==> config.mk <==
export PLATFORM = sky130hd
export DESIGN_NAME = ysyx_22040088_ifu_pf
export DESIGN_NICKNAME = d
export VERILOG_FILES = /design/src/rtl/ysyx_22040088_ifu_pkg.sv /design/src/rtl/ysyx_22040088_ifu_pf_fifo.sv /design/src/rtl/ysyx_22040088_ifu_pf.sv
export SDC_FILE = /design/constraint.sdc
export NUM_CORES = 1
export LEC_CHECK = 0
export CAP_MARGIN = 15
export CORE_MARGIN = 2
export CORE_UTILIZATION = 35
export CTS_CLUSTER_SIZE = 12
export DETAILED_ROUTE_END_ITERATION = 10
export GPL_ROUTABILITY_DRIVEN = 0
export PLACE_DENSITY_LB_ADDON = 0.05
export SYNTH_ARGS = -nofsm -noshare
export SYNTH_HDL_FRONTEND = slang
export SYNTH_SLANG_ARGS = --single-unit
==> constraint.sdc <==
create_clock -name clk -period 6.1 [get_ports clk]
set_input_delay 1.22 -clock clk [delete_from_list [all_inputs] [get_ports clk]]
set_output_delay 1.22 -clock clk [all_outputs]
set_load 0.02 [all_outputs]
==> src/rtl/ysyx_22040088_ifu_pkg.sv <==
// Shared definitions for the prefetching IFU: JAL opcode, J-immediate
// extraction and the instruction buffer entry layout.
package ysyx_22040088_ifu_pkg;

    localparam logic [6:0]  OPC_JAL = 7'b1101111;
    localparam int unsigned PC_W    = 64;

    typedef struct packed {
        logic [PC_W-1:0] pc;
        logic [31:0]     inst;
        logic            jump;
    } ifu_entry_t;

    function automatic logic is_jal(input logic [31:0] inst);
        return inst[6:0] == OPC_JAL;
    endfunction

    // 21-bit byte offset of a JAL; the caller sign-extends to its PC width.
    function automatic logic [20:0] jal_imm(input logic [31:0] inst);
        return {inst[31], inst[19:12], inst[20], inst[30:21], 1'b0};
    endfunction

endpackage

==> src/rtl/ysyx_22040088_ifu_pf_fifo.sv <==
// Synchronous FIFO with flush, used for both the pending-PC queue and the
// instruction buffer. Push and pop may coincide at any occupancy.
module ysyx_22040088_sync_fifo #(
    parameter int unsigned WIDTH = 8,
    parameter int unsigned DEPTH = 4
) (
    input  logic                    clk,
    input  logic                    rst,
    input  logic                    flush,
    input  logic                    push,
    input  logic [WIDTH-1:0]        push_data,
    input  logic                    pop,
    output logic [WIDTH-1:0]        pop_data,
    output logic [$clog2(DEPTH):0]  count
);
    localparam int unsigned AW  = $clog2(DEPTH);
    localparam int unsigned AW1 = AW + 1;
    localparam logic [AW:0] FULL_CNT = AW1'(DEPTH);

    logic [WIDTH-1:0] r_mem [DEPTH];
    logic [AW-1:0]    r_wr_ptr;
    logic [AW-1:0]    r_rd_ptr;
    logic [AW:0]      r_count;
    logic             w_empty;
    logic             w_full;
    logic             w_push;
    logic             w_pop;

    assign w_empty = (r_count == '0);
    assign w_full  = (r_count == FULL_CNT);
    // A full FIFO still accepts a push when a pop frees the slot this cycle.
    assign w_pop   = pop & ~w_empty & ~flush;
    assign w_push  = push & (~w_full | w_pop) & ~flush;

    always_ff @(posedge clk or negedge rst) begin
        if (!rst) begin
            r_wr_ptr <= '0;
            r_rd_ptr <= '0;
            r_count  <= '0;
        end else if (flush) begin
            r_wr_ptr <= '0;
            r_rd_ptr <= '0;
            r_count  <= '0;
        end else begin
            if (w_push) r_wr_ptr <= r_wr_ptr + AW'(1);
            if (w_pop)  r_rd_ptr <= r_rd_ptr + AW'(1);
            case ({w_push, w_pop})
                2'b10:   r_count <= r_count + AW1'(1);
                2'b01:   r_count <= r_count - AW1'(1);
                default: r_count <= r_count;
            endcase
        end
    end

    always_ff @(posedge clk or negedge rst) begin
        if (!rst) begin
            for (int unsigned i = 0; i < DEPTH; i++) r_mem[i] <= '0;
        end else if (w_push) begin
            r_mem[r_wr_ptr] <= push_data;
        end
    end

    assign pop_data = r_mem[r_rd_ptr];
    assign count    = r_count;

endmodule

==> src/rtl/ysyx_22040088_ifu_pf.sv <==
// Prefetching instruction fetch unit: credit-limited request issue, in-order
// response matching, JAL predecode/follow, and exact flush on EXU redirect.
module ysyx_22040088_ifu_pf
    import ysyx_22040088_ifu_pkg::*;
#(
    parameter int unsigned     XLEN     = 64,
    parameter logic [XLEN-1:0] RESET_PC = 64'h8000_0000,
    parameter int unsigned     DEPTH    = 4
) (
    input  logic            clk,
    input  logic            rst,
    input  logic            redirect_valid,
    input  logic [XLEN-1:0] redirect_pc,
    output logic            imem_req_valid,
    input  logic            imem_req_ready,
    output logic [XLEN-1:0] imem_req_addr,
    input  logic            imem_resp_valid,
    input  logic [63:0]     imem_resp_data,
    output logic            out_valid,
    input  logic            out_ready,
    output logic [XLEN-1:0] out_pc,
    output logic [31:0]     out_inst,
    output logic            out_jump
);
    localparam int unsigned CW      = $clog2(DEPTH) + 1;
    localparam int unsigned CW1     = CW + 1;
    localparam int unsigned EW      = $bits(ifu_entry_t);
    localparam logic [CW:0] CREDITS = CW1'(DEPTH);

    logic [XLEN-1:0] r_fetch_pc;
    logic [CW-1:0]   r_drop_cnt;

    logic [CW-1:0]   w_outstanding;
    logic [CW-1:0]   w_fifo_count;
    logic [CW:0]     w_credit_used;
    logic [XLEN-1:0] w_resp_pc;
    logic            w_req_fire;
    logic            w_dropping;
    logic            w_accept;
    logic [31:0]     w_inst;
    logic            w_jal;
    logic [20:0]     w_imm;
    logic [XLEN-1:0] w_target;
    logic [XLEN-1:0] w_redirect_pc;
    logic [CW-1:0]   w_out_nxt;
    logic [CW-1:0]   w_drop_nxt;
    logic [XLEN-1:0] w_fetch_nxt;
    ifu_entry_t      w_entry;
    logic [EW-1:0]   w_head_bits;
    ifu_entry_t      w_head;
    logic            w_out_fire;

    // Every outstanding request owns a buffer slot, so responses never stall.
    assign w_credit_used  = {1'b0, w_outstanding} + {1'b0, w_fifo_count};
    assign imem_req_valid = rst & ~redirect_valid & (w_credit_used < CREDITS);
    assign imem_req_addr  = r_fetch_pc;
    assign w_req_fire     = imem_req_valid & imem_req_ready;

    assign w_dropping    = (r_drop_cnt != '0);
    assign w_accept      = imem_resp_valid & ~w_dropping & ~redirect_valid;
    assign w_inst        = w_resp_pc[2] ? imem_resp_data[63:32] : imem_resp_data[31:0];
    assign w_jal         = w_accept & is_jal(w_inst);
    assign w_imm         = jal_imm(w_inst);
    assign w_target      = w_resp_pc + {{(XLEN-21){w_imm[20]}}, w_imm};
    assign w_redirect_pc = redirect_pc & ~XLEN'(3);

    assign w_out_nxt = w_outstanding + CW'(w_req_fire) - CW'(imem_resp_valid);

    // Every request still in flight after a redirect or taken JAL is younger
    // than the new path start, so all of them must be discarded.
    always_comb begin
        w_drop_nxt = r_drop_cnt;
        if (redirect_valid || w_jal) begin
            w_drop_nxt = w_out_nxt;
        end else if (imem_resp_valid && w_dropping) begin
            w_drop_nxt = r_drop_cnt - CW'(1);
        end
    end

    always_comb begin
        w_fetch_nxt = r_fetch_pc;
        if (redirect_valid) begin
            w_fetch_nxt = w_redirect_pc;
        end else if (w_jal) begin
            w_fetch_nxt = w_target;
        end else if (w_req_fire) begin
            w_fetch_nxt = r_fetch_pc + XLEN'(4);
        end
    end

    always_ff @(posedge clk or negedge rst) begin
        if (!rst) begin
            r_fetch_pc <= RESET_PC;
            r_drop_cnt <= '0;
        end else begin
            r_fetch_pc <= w_fetch_nxt;
            r_drop_cnt <= w_drop_nxt;
        end
    end

    always_comb begin
        w_entry      = '0;
        w_entry.pc   = PC_W'(w_resp_pc);
        w_entry.inst = w_inst;
        w_entry.jump = w_jal;
    end

    ysyx_22040088_sync_fifo #(
        .WIDTH (XLEN),
        .DEPTH (DEPTH)
    ) u_pending (
        .clk       (clk),
        .rst       (rst),
        .flush     (1'b0),
        .push      (w_req_fire),
        .push_data (r_fetch_pc),
        .pop       (imem_resp_valid),
        .pop_data  (w_resp_pc),
        .count     (w_outstanding)
    );

    ysyx_22040088_sync_fifo #(
        .WIDTH (EW),
        .DEPTH (DEPTH)
    ) u_ibuf (
        .clk       (clk),
        .rst       (rst),
        .flush     (redirect_valid),
        .push      (w_accept),
        .push_data (w_entry),
        .pop       (w_out_fire),
        .pop_data  (w_head_bits),
        .count     (w_fifo_count)
    );

    assign w_head     = w_head_bits;
    assign out_valid  = (w_fifo_count != '0);
    assign w_out_fire = out_valid & out_ready & ~redirect_valid;
    assign out_pc     = XLEN'(w_head.pc);
    assign out_inst   = w_head.inst;
    assign out_jump   = w_head.jump;

    always_ff @(posedge clk) begin
        if (rst) begin
            assert (w_credit_used <= CREDITS);
        end
    end

endmodule
Word level (Yosys, flattened, before mapping)

Cells that the tools add are included.

Bits in registers: 725
Output and inout bits: 163
Word-level logic and storage cells: 109

Add/sub/neg operators: 14
Magnitude comparators: 7
Equal/unequal tests: 7
Multiplexer cells: 25
Bitwise gates (word level): 26
Reduce and logical (&&, ||, !) cells: 14

Operators by type and width:

| cell                                              | number |
|---|---|
| bitwise mux 388 bit                               | 1 |
| 2-to-1 mux 64 bit                                 | 6 |
| 2-to-1 mux 97 bit                                 | 3 |
| bitwise mux 256 bit                               | 1 |
| binary-select mux 97 bit (select 2 bit)           | 1 |
| demux 97 bit (select 2 bit)                       | 1 |
| binary-select mux 64 bit (select 2 bit)           | 1 |
| demux 64 bit (select 2 bit)                       | 1 |
| adder 64 x 3 -> 64 bit (second input constant)    | 1 |
| adder 64 bit                                      | 1 |
| 2-to-1 mux 32 bit                                 | 1 |
| bitwise AND 1 bit                                 | 14 |
| >= comparator 3 bit (second input constant)       | 4 |
| NOT 2 -> 3 bit                                    | 4 |
| case mux 3 bit (2 select lines)                   | 2 |
| nonzero test 3 bit                                | 4 |
| 2-to-1 mux 3 bit                                  | 3 |
| subtractor 3 x 1 -> 3 bit (second input constant) | 3 |
| adder 2 x 1 -> 2 bit (second input constant)      | 4 |
| 2-to-1 mux 2 bit                                  | 4 |
| nonzero test 2 bit                                | 4 |
| equality test 7 bit (second input constant)       | 1 |
| adder 3 x 1 -> 3 bit (second input constant)      | 2 |
| equality test 3 bit (second input constant)       | 2 |
| other kinds (12)                                  | 24 |

Longest topological paths before layout

Gate-level depths: netlist of the first run.

Depth in word-level cells: 11
Depth in mapped cells: 21
Gate-level depth less buffers: 16

Cells and area by module

Synthesis of the first run repeated with hierarchy kept, for this count alone.

Cells, all modules: 2882
Area, all modules: 39340.2 um2

Modules (own cells, without submodules):

| module                              | times used | cells each | area an instance (um2) |
|---|---|---|---|
| ysyx_22040088_sync_fifo (u_ibuf)    | 1          | 1000       | 17912.2 |
| ysyx_22040088_sync_fifo (u_pending) | 1          | 679        | 12514.5 |
| ysyx_22040088_ifu_pf                | 1          | 1203       | 8913.5 |

Worst setup path after synthesis of the first run

OpenSTA, ideal clock, no wires.

Kind: register -> register
From: reg u_pending.r_rd_ptr[0]
To: reg r_fetch_pc[62] (netlist: imem_req_addr[62])
Arrival: 5576 ps
Setup slack: 438 ps
Stages on the path, launching flop included: 20
Buffers on the path: 6
Period minus slack after synthesis: 5662 ps
Cell sequence: dfrtp_1 buf_4 buf_4 buf_2 buf_2 buf_1 buf_2 mux4_2 ha_1 a21o_1 a21o_1 a221o_1 a221o_1 a211oi_2 o31a_1 o211a_1 nor2_1 a21oi_1 mux2_1 nor3_1

Elaborated cells between the ends (all ways): 11
Those cells by class: add/sub (1); eq/ne (1); mux (6); bitwise (2); reduce/logical (1)

RTL lines:

| element                                               | line                            | source |
|---|---|---|
| start, declared                                       | ysyx_22040088_ifu_pf_fifo.sv:22 | `logic [AW-1:0] r_rd_ptr;` |
| start signal, assigned                                | ysyx_22040088_ifu_pf_fifo.sv:46 | `if (w_pop) r_rd_ptr <= r_rd_ptr + AW'(1);` |
| NOT 2 -> 3 bit (not written as such)                  | ysyx_22040088_ifu_pf_fifo.sv:63 | `assign pop_data = r_mem[r_rd_ptr];` |
| binary-select mux 64 bit (select 2 bit)               | ysyx_22040088_ifu_pf_fifo.sv:63 |  |
| 2-to-1 mux 64 bit (not written as such) (2 in series) | ysyx_22040088_ifu_pf_fifo.sv:63 |  |
| net u_ibuf.push_data[42]                              | ysyx_22040088_ifu_pf_fifo.sv:11 | `input logic [WIDTH-1:0] push_data,` |
| adder 64 bit                                          | ysyx_22040088_ifu_pf.sv:64      | `assign w_target = w_resp_pc + {{(XLEN-21){w_imm[20]}}, w_imm};` |
| 2-to-1 mux 64 bit                                     | ysyx_22040088_ifu_pf.sv:84      | `end else if (w_jal) begin` |
| 2-to-1 mux 64 bit                                     | ysyx_22040088_ifu_pf.sv:82      | `if (redirect_valid) begin` |
| end signal, assigned                                  | ysyx_22040088_ifu_pf.sv:96      | `r_fetch_pc <= w_fetch_nxt;` |
| end, declared                                         | ysyx_22040088_ifu_pf.sv:30      | `logic [XLEN-1:0] r_fetch_pc;` |

The timed path passes the listed nets, and every way through them passes these cells. The select of a mux whose other input is x is not followed.
A chain may end at the register's enable or synchronous reset.

Worst setup path in the final report of the first run

From: reg u_pending.r_rd_ptr[0]
To: reg r_fetch_pc[62] (netlist: imem_req_addr[62])

Elaborated cells between the ends (all ways): 11
Those cells by class: add/sub (1); eq/ne (1); mux (6); bitwise (2); reduce/logical (1)

RTL lines:

| element                                               | line                            | source |
|---|---|---|
| NOT 2 -> 3 bit (not written as such)                  | ysyx_22040088_ifu_pf_fifo.sv:63 |  |
| binary-select mux 64 bit (select 2 bit)               | ysyx_22040088_ifu_pf_fifo.sv:63 |  |
| 2-to-1 mux 64 bit (not written as such) (2 in series) | ysyx_22040088_ifu_pf_fifo.sv:63 |  |
| 2-to-1 mux 32 bit                                     | ysyx_22040088_ifu_pf.sv:61      | `assign w_inst = w_resp_pc[2] ? imem_resp_data[63:32] : imem_resp_data[31:0];` |
| net u_ibuf.push_data[26]                              | ysyx_22040088_ifu_pf_fifo.sv:11 |  |
| adder 64 bit                                          | ysyx_22040088_ifu_pf.sv:64      |  |
| 2-to-1 mux 64 bit                                     | ysyx_22040088_ifu_pf.sv:84      |  |
| 2-to-1 mux 64 bit                                     | ysyx_22040088_ifu_pf.sv:82      |  |

The timed path passes the listed nets, and every way through them passes these cells. The select of a mux whose other input is x is not followed.

==> results of run 1 <==
## placed cells by master, fill, tap and decap left out, drive strengths merged, types with 7 or more instances in the layout
cell           Yosys  layout
mux2i             53      53
or2                8       8
o21bai             8       8
buf               64      56
clkbuf           183     129
o22ai             16      16
clkinv             0      17
dfrtp            724     724
xor2              35      35
bufinv             0       9
nand2b            11      11
nand2            340     340
clkdlybuf4s50      0     292
mux4             158     158
and3              20      20
nand4             24      24
and4               7       7
a21o              26      26
mux2             482     482
a21oi            127     127
a31oi             19      19
a22oi             13      13
nor2             114     114
or3               12      12
o211ai            14      14
xnor2             97      97
a21boi             9       9
o21a               7       7
ha                59      59
o21ai            297     297
nor4               7       7
and2              12      12
nor3              29      29
inv               49      50
a211oi            24      24
o31ai             15      15
nand3             76      76
## power groups by stage
stage	clock network, µW	logic, µW	registers (µW)
6_report	5410	11900	7040
5_1_grt	5790	12900	7230
4_1_cts	5570	12000	7040
3_5_place_dp	0	11900	7130
3_3_place_gp	0	11700	7000
2_1_floorplan	0	8210	6740
## worst paths after layout
| kind | start | endpoint | slack (ns) | cells past startpoint |
|---|---|---|---|---|
| worst min-delay path | u_ibuf.r_mem[129] | u_ibuf.r_mem[129] | 0.48 | 2 |
| worst min register to register | u_ibuf.r_mem[129] | u_ibuf.r_mem[129] | 0.48 | 2 |
| min in group asynchronous | rst | u_ibuf.r_mem[207] | 0.70 | 2 |
| worst max-delay path | u_pending.r_rd_ptr[0] | imem_req_addr[62] | 0.51 | 15 |
| max in group asynchronous | rst | u_ibuf.r_mem[265] | 2.66 | 4 |
| worst max register to register | u_pending.r_rd_ptr[0] | imem_req_addr[62] | 0.51 | 15 |
## cell type report
cell class | instances | area, µm²
fillers | 9962 | 61900
multi-input cells | 2200 | 18400
flip-flops and latches | 725 | 18200
repair buffers | 348 | 3490
clock buffers | 129 | 2570
well taps | 1403 | 1760
clock inverters | 30 | 447
inverters | 49 | 184
diodes | 2 | 5.00
## synthesized netlist by cell type, types with 26 or more instances
master    count  area share
nor2_1      114       0.011
nand2_1     340       0.034
inv_1        48      0.0048
buf_2        33      0.0044
mux2_2      481        0.14
o21ai_0     289       0.038
xnor2_1      95       0.022
dfrtp_1     724        0.48
mux4_2      158       0.094
mux2i_1      51       0.014
nand3_1      76       0.010
ha_1         59       0.020
clkbuf_1    183       0.018
a21oi_1     127       0.017
buf_1        27      0.0027
a21o_1       26      0.0052
xor2_1       35      0.0081
nor3_1       29      0.0039
## logic make-up after synthesis
kind of cell / count (synthesis)
AOI/OAI and AO/OA: 627
xor gates and xnor gates: 132
adders and majority gates: 67
buffers and inverters: 296
DFF: 725
muxes: 693
and+or+nand+nor: 681
## metrics by stage
stage	util	cells	setup WS [ns]	hold slack, ns	area [µm²]
6_report	0.421	4886	0.515	0.475	45000
5_1_grt	0.421	4884	0.252	0.492	45000
4_1_cts	0.421	4884	0.552	0.478	45000
3_5_place_dp	0.393	4725	0.290	0.465	42000
3_3_place_gp	0.393	4725	0.306	0.456	42000
2_1_floorplan	-	3221	0.438	0.443	37700
## registers in the layout (all words and copies together), names as in the netlist
name / count
u_ibuf.r_mem: 388
u_pending.r_mem: 256
imem_req_addr: 64
r_drop_cnt: 3
u_ibuf.count: 3
u_pending.count: 3
u_ibuf.r_rd_ptr: 2
u_ibuf.r_wr_ptr: 2
u_pending.r_rd_ptr: 2
u_pending.r_wr_ptr: 2
## layer usage
metal,routed length (µm),vias up,global-route usage
met5,0,-,0
met4,2400,0,0.0550
met3,5400,128,0.0316
met2,56900,650,0.352
met1,55100,14000,0.302
li1,-,12100,-
## worst min-delay path, cell delays in order, from the launching register on
cell	delay (ns)
dfrtp_1	0.33
nand2_1	0.04
o21ai_0	0.06
==> flow_summary_export.csv, run 1 <==
group,metric,value,unit
synth,synth_compound_area_frac,0.0997,
route,vias_per_cell,5.51,
synth,synth_warnings,0,
power,seq_power_share,0.289,
synth,synth_fp_nets,3417,
synth,synth-edff-count,0,
cells_and_area,syn2layout_area_growth,19.6,%
synth,synth_top_family_by_area,"multiplexers",
sta,setup_viol,0,
sta,fin_skew,0.0195,ns
sta,drv_slew,0,
grt,grt_pass1_vias,28000,
cts,cts_setup_buffers,0,
min_path,hold_class,"reg2reg",
cts,clockBufferDepth,3,
floorplan,die-width,332,µm
power,power,24400,µW
grt,antenna_found_initial,4,
cts,insertion_delay,0.66,ns
synth,synth_seq_cells,725,
setup_path,crit_required,6.67,ns
placed_design,placement.io_buffers,294,
grt,grt_overflow,0,
synth,synth_xor_xnor_area_share,0.0311,
route,drc,0,
sta,max_slew_margin,0.276,
floorplan,ios,297,
setup_path,crit_type,"reg2reg",
route,antenna_left,0,
floorplan,placementRows,120,
run_status,status,"complete, no violations",
setup_path,cp_num_buf_inv,1,
floorplan,dieArea,0.110,mm²
power,powerDensity,541,mW/mm²
sta,worst_pin_slew,1.09,ns
synth,syn_area,0.0377,mm²
cts,cts_buffers,87,
setup_path,crit_slowest_cell,"mux4_2",
synth,synth_fa_ha_area_frac,0.0225,
cts,path_clk_slew,0.06,ns
sta,clock.fmax,179,MHz
cts,htreeDepth,3,
synth,synth_simple_gate_area_frac,0.0807,
placed_design,dp_hpwl,82.7,mm
synth,yosysSeqAreaShare,0.482,
cells_and_area,nets,3607,
sta,setup-tns-final,0,ns
synth,synthArstFlopShare,1.00,
power,power_frac_comb,0.489,
setup_path,critPathLaunchType,"flip-flop",
synth,synth.avg_cell_area,11.7,µm²
cts,cts_hold_buf,0,
sta,rsz0062_at_grt,"false",
setup_path,cp.arrival,6.15,ns
grt,grt_first_pass_wirelength,181,mm
grt,grt_max_degree,153,
floorplan,die_y,332,µm
setup_path,path_max_fanout,16,
power,leakagePower,0.0197,µW
cells_and_area,layout-drive-gt1-share,0.251,
setup_path,cpMostUsedCell,"nor2_1",
power,p_int,14500,µW
route,vias,26900,
setup_path,critical-path-top-delay-family,"compound AO/OA/AOI/OAI gates",
route,wl,120,mm
power,switching_share,0.406,
sta,finalHoldViolCount,0,
cts,cts_tree,"done",
power,switching_power,9900,µW
floorplan,core_area,0.107,mm²
grt,grtUsageTotal,0.216,
setup_path,slowest_delay,0.71,ns
route,drt_iter0_markers,1753,
setup_path,endpoint_kind,"flip-flop",
floorplan,start_util,0.352,
route,dr.pass1.iters,5,
synth,synth_cell_type_count,82,
sta,period_needed,5.59,ns
power,peakVddDrop,0.339,mV
cts,clockRootBuffer,"clkbuf_16",
synth,synthCells,3221,
setup_path,worstPathCellList,"mux4_2 -> mux2i_1 -> inv_1 -> ha_1 -> a21o_1 -> o32ai_1 -> nor2_1 -> a221o_1 -> a211oi_2 -> o31a_1 -> o211a_1 -> nor2_1 -> a21oi_1 -> mux2_1 -> nor3_1",
synth,synth-main-ff-cell,"dfrtp_1",
job,drv_cap,0,
route,wl_per_cell,24.5,µm
sta,fin_crit_sh,0.916,
cts,cts.repair.resized,0,
cts,cts.sinks,725,
power,clock_power_share,0.222,
synth,synth.area.mux_share,0.253,
Note: power is estimated with default switching activity, not from simulation.
==> run 2, diff against run 1 <==
--- a/config.mk
+++ b/config.mk
@@ -12,6 +12,7 @@
 export DETAILED_ROUTE_END_ITERATION = 10
 export GPL_ROUTABILITY_DRIVEN = 0
 export PLACE_DENSITY_LB_ADDON = 0.05
+export SETUP_SLACK_MARGIN = 0.5
 export SYNTH_ARGS = -nofsm -noshare
 export SYNTH_HDL_FRONTEND = slang
 export SYNTH_SLANG_ARGS = --single-unit
==> flow_summary_export.csv, run 2 (synthesized netlist as in run 1, its figures left out) <==
group,metric,value,unit
job,drv_cap,0,
sta,fin_skew,0.0242,ns
cells_and_area,layout_common_cells,"dfrtp_1 (720), mux2_2 (481), nand2_1 (332), clkdlybuf4s50_1 (292), o21ai_0 (289)",
min_path,hold_class,"reg2reg",
route,drt_iter0_markers,1781,
setup_path,crit_type,"reg2reg",
cts,clockRootBuffer,"clkbuf_16",
grt,grtUsageTotal,0.217,
sta,finalHoldViolCount,0,
sta,drv_slew,0,
placed_design,dp_hpwl,82.4,mm
route,dr.pass1.iters,5,
cells_and_area,layout-drive-gt1-share,0.251,
cts,cts.sinks,725,
cts,cts_hold_buf,0,
floorplan,placementRows,120,
route,antenna_left,0,
placed_design,dp_slack,0.329,ns
placed_design,placement.io_buffers,294,
grt,antenna_found_initial,2,
setup_path,crit_required,6.66,ns
sta,worst_slack,0.790,ns
route,vias,27000,
setup_path,crit_slowest_cell,"mux4_4",
floorplan,core_area,0.107,mm²
floorplan,start_util,0.352,
cts,path_clk_slew,0.06,ns
route,wl,121,mm
power,power,24200,µW
cells_and_area,layout_commonest_cell,"dfrtp_1",
min_path,min_from,"u_ibuf.r_mem[303]",
setup_path,path_max_fanout,16,
sta,setup_viol,0,
setup_path,critPathLaunchType,"flip-flop",
setup_path,slowest_delay,0.65,ns
floorplan,ios,297,
power,leakagePower,0.0196,µW
power,peakVddDrop,0.293,mV
power,powerDensity,539,mW/mm²
setup_path,cp.arrival,5.87,ns
sta,period_needed,5.31,ns
cells_and_area,top_register,"u_ibuf.r_mem",
sta,rsz0062_at_grt,"false",
cells_and_area,fillCellCount,9950,
grt,grt_first_pass_wirelength,183,mm
setup_path,r2r-start,"u_pending.r_rd_ptr[0]",
route,vias_per_cell,5.54,
sta,clock.fmax,188,MHz
floorplan,die_y,332,µm
grt,grt_overflow,0,
cells_and_area,largest_reg_flops,388,
cts,cts_buffers,85,
run_status,status,"complete, no violations",
cts,clockBufferDepth,3,
sta,worst_pin_slew,1.20,ns
sta,fin_crit_sh,0.870,
setup_path,cp-startpoint,"u_pending.r_rd_ptr[0]",
cts,cts_tree,"done",
grt,grt_max_degree,158,
floorplan,die-width,332,µm
cells_and_area,nets,3610,
cells_and_area,syn2layout_area_growth,19.2,%
grt,grt_pass1_vias,28200,
floorplan,dieArea,0.110,mm²
route,wl_per_cell,24.8,µm
sta,max_slew_margin,0.197,
cts,insertion_delay,0.66,ns
setup_path,worstPathCellList,"mux4_4 -> buf_12 -> mux2i_2 -> inv_1 -> ha_1 -> a21o_1 -> a21o_1 -> a221o_1 -> a221o_1 -> a211oi_4 -> o31a_1 -> o211a_1 -> nor2_1 -> a21oi_1 -> mux2_1 -> nor3_1",
sta,whs,0.472,ns
route,drc,0,
sta,setup-tns-final,0,ns
setup_path,endpoint_kind,"flip-flop",
cts,htreeDepth,3,
-- run 2: worst paths after layout --
kind,endpoint,slack (ns),cells past startpoint
worst min-delay path,u_ibuf.r_mem[303],0.47,2
min in group asynchronous,u_ibuf.r_mem[102],0.49,1
worst min register to register,u_ibuf.r_mem[303],0.47,2
worst max register to register,imem_req_addr[62],0.79,16
worst max-delay path,imem_req_addr[62],0.79,16
max in group asynchronous,u_ibuf.r_mem[359],2.96,4
-- run 2: cell type report --
class,count,area (µm²),share of cell area
Clock buffer,126,2480,0.0553
Tap cell,1403,1760,0.0391
Antenna cell,1,2.50,0.0000557
Timing Repair Buffer,353,3550,0.0790
Clock inverter,25,309,0.00688
Multi-Input combinational cell,2200,18500,0.411
Inverter,49,184,0.00410
Sequential cell,725,18200,0.404
-- run 2: worst max-delay path: cells and delay by family, from the launching register on --
kind                       cells  cell delay [ns]
AOI/OAI and AO/OA              8             2.36
adders and majority gates      1             0.39
buffers and inverters          2             0.34
DFF                            1             0.43
muxes                          3             1.37
and+or+nand+nor                2             0.29
-- run 2: power by group --
part           switching [µW]  internal (µW)  leakage, µW
combinational            6960           5130      0.00864
sequential                899           6100      0.00961
clock                    2060           3070      0.00137
-- run 2: layer usage --
metal / part of all wire / vias to the layer above / GRT usage
met4: 0.018 / 4 / 0.0527
met2: 0.47 / 622 / 0.354
met3: 0.046 / 141 / 0.0376
met1: 0.46 / 14200 / 0.300
met5: 0.00019 / - / 0
li1: - / 12100 / -
-- run 2: what timing repair did --
item | CTS | global route
buffers inserted | 0 | 1
setup endpoints to repair | 0 | 9
gates resized for setup | 0 | 7
-- run 2: metrics by stage --
step / area (µm²) / utilization / instances
after floorplan: 37700 / - / 3221
after global placement: 42000 / 0.393 / 4728
after detailed placement: 42000 / 0.393 / 4728
after CTS: 44800 / 0.419 / 4879
after global routing: 44900 / 0.420 / 4881
final: 44900 / 0.420 / 4882
==> run 3, diff against run 2 <==
--- a/config.mk
+++ b/config.mk
@@ -10,7 +10,6 @@
 export CORE_UTILIZATION = 35
 export CTS_CLUSTER_SIZE = 12
 export DETAILED_ROUTE_END_ITERATION = 10
-export GPL_ROUTABILITY_DRIVEN = 0
 export PLACE_DENSITY_LB_ADDON = 0.05
 export SETUP_SLACK_MARGIN = 0.5
 export SYNTH_ARGS = -nofsm -noshare
==> flow_summary_export.csv, run 3 (synthesized netlist as in run 1, its figures left out) <==
group,metric,value,unit
run_status,status,"complete, no violations",
cells_and_area,layout_common_cells,"dfrtp_1 (720), mux2_2 (481), nand2_1 (332), clkdlybuf4s50_1 (292), o21ai_0 (289)",
sta,worst_pin_slew,1.17,ns
grt,grt_pass1_vias,28200,
placed_design,placement.io_buffers,294,
sta,fin_skew,0.0237,ns
placed_design,placed_cell_area,0.0421,mm²
sta,clock.fmax,191,MHz
placed_design,dp_hpwl,82.6,mm
sta,drv_slew,0,
cells_and_area,top_register,"u_ibuf.r_mem",
setup_path,critPathLaunchType,"flip-flop",
cts,clockBufferDepth,3,
job,drv_cap,0,
route,drt_iter0_markers,1725,
cts,insertion_delay,0.66,ns
placed_design,place.gp.congestion,0.884,
cts,cts_hold_buf,0,
sta,setup-tns-final,0,ns
cts,cts_tree,"done",
floorplan,start_util,0.352,
sta,setup_viol,0,
cts,cts.sinks,725,
cells_and_area,layout-drive-gt1-share,0.254,
min_path,hold_class,"reg2reg",
grt,grt_max_degree,161,
sta,rsz0062_at_grt,"false",
grt,antenna_found_initial,8,
setup_path,endpoint_kind,"flip-flop",
floorplan,die-width,332,µm
cells_and_area,nets,3617,
cells_and_area,layout_commonest_cell,"dfrtp_1",
route,vias_per_cell,5.53,
setup_path,path_max_fanout,16,
grt,grtUsageTotal,0.219,
grt,grt_first_pass_wirelength,183,mm
cells_and_area,final_cell_area,0.0451,mm²
cells_and_area,fillCellCount,10100,
route,drc,0,
power,power,24400,µW
route,antenna_left,0,
setup_path,cp.arrival,5.82,ns
floorplan,die_y,332,µm
cts,htreeDepth,3,
cells_and_area,syn2layout_area_growth,19.7,%
power,powerDensity,542,mW/mm²
route,wl,121,mm
cells_and_area,largest_reg_flops,388,
route,vias,27100,
route,dr.pass1.iters,5,
setup_path,worstPathCellList,"mux4_4 -> buf_12 -> mux2i_2 -> inv_1 -> ha_1 -> a21o_1 -> a21o_1 -> a221o_1 -> a221o_1 -> a211oi_4 -> o31a_1 -> o211a_1 -> nor2_1 -> a21oi_1 -> mux2_1 -> nor3_1",
cts,path_clk_slew,0.06,ns
setup_path,crit_type,"reg2reg",
floorplan,dieArea,0.110,mm²
setup_path,crit_required,6.67,ns
sta,period_needed,5.25,ns
power,leakagePower,0.0197,µW
setup_path,crit_slowest_cell,"mux4_4",
floorplan,core_area,0.107,mm²
floorplan,ios,297,
setup_path,slowest_delay,0.64,ns
cts,clockRootBuffer,"clkbuf_16",
power,peakVddDrop,0.228,mV
grt,grt_overflow,0,
sta,fin_crit_sh,0.860,
sta,max_slew_margin,0.219,
floorplan,placementRows,120,
cts,cts_buffers,88,
route,wl_per_cell,24.7,µm
sta,finalHoldViolCount,0,
==> run 3: final cells by class <==
type,count,area [µm²],share of cell area
antenna,3,7.51,0.000166
clock buffer,132,2650,0.0588
clock inverter,26,312,0.00691
inverter,49,184,0.00408
multi-input combinational,2200,18500,0.409
sequential,725,18200,0.403
tap,1403,1760,0.0389
timing repair buffer,357,3570,0.0791
==> run 3: metrics by stage <==
stage / std cells / hold slack (ns) / util / setup WS, ns
floorplan: 3221 / 0.443 / - / 0.667
global placement: 4733 / 0.456 / 0.394 / 0.294
detailed placement: 4733 / 0.466 / 0.394 / 0.264
CTS: 4891 / 0.455 / 0.421 / 0.516
global route: 4892 / 0.484 / 0.422 / 0.573
finish: 4895 / 0.473 / 0.422 / 0.854
==> run 3: timing repair <==
item	CTS	global route
gates resized for setup	0	5
setup buffers	0	1
setup endpoints to repair	0	6
==> run 3: path summary, 6_finish.rpt <==
kind,end,slack (ns),cells after the start,start
setup / recovery,imem_req_addr[62],0.85,16,u_pending.r_rd_ptr[0]
setup reg to reg,imem_req_addr[62],0.85,16,u_pending.r_rd_ptr[0]
max in group asynchronous,u_ibuf.r_mem[336],2.94,4,rst
hold reg to reg,u_ibuf.r_mem[177],0.47,2,u_ibuf.r_mem[177]
min in group asynchronous,u_ibuf.r_mem[113],0.48,1,rst
hold / removal,u_ibuf.r_mem[177],0.47,2,u_ibuf.r_mem[177]
==> run 3: worst max-delay path: cells and delay by family (launching register included) <==
kind,cells,cell delay (ns)
DFF,1,0.41
buffers and inverters,2,0.31
and+or+nand+nor,2,0.28
AOI/OAI and AO/OA,8,2.41
adders and majority gates,1,0.39
muxes,3,1.35
==> run 3: power by group <==
group	total [µW]	internal [µW]	switching, µW
clock	5330	3250	2080
sequential	7030	6100	925
combinational	12100	5160	6930
total	24400	14500	9940
==> run 3: routing by layer <==
| layer | vias up | track usage | routed length, µm |
|---|---|---|---|
| met1 | 14100 | 0.306 | 55400 |
| li1 | 12100 | - | - |
| met3 | 152 | 0.0357 | 6620 |
| met5 | - | 0 | 7 |
| met2 | 674 | 0.350 | 56200 |
| met4 | 2 | 0.0626 | 2800 |
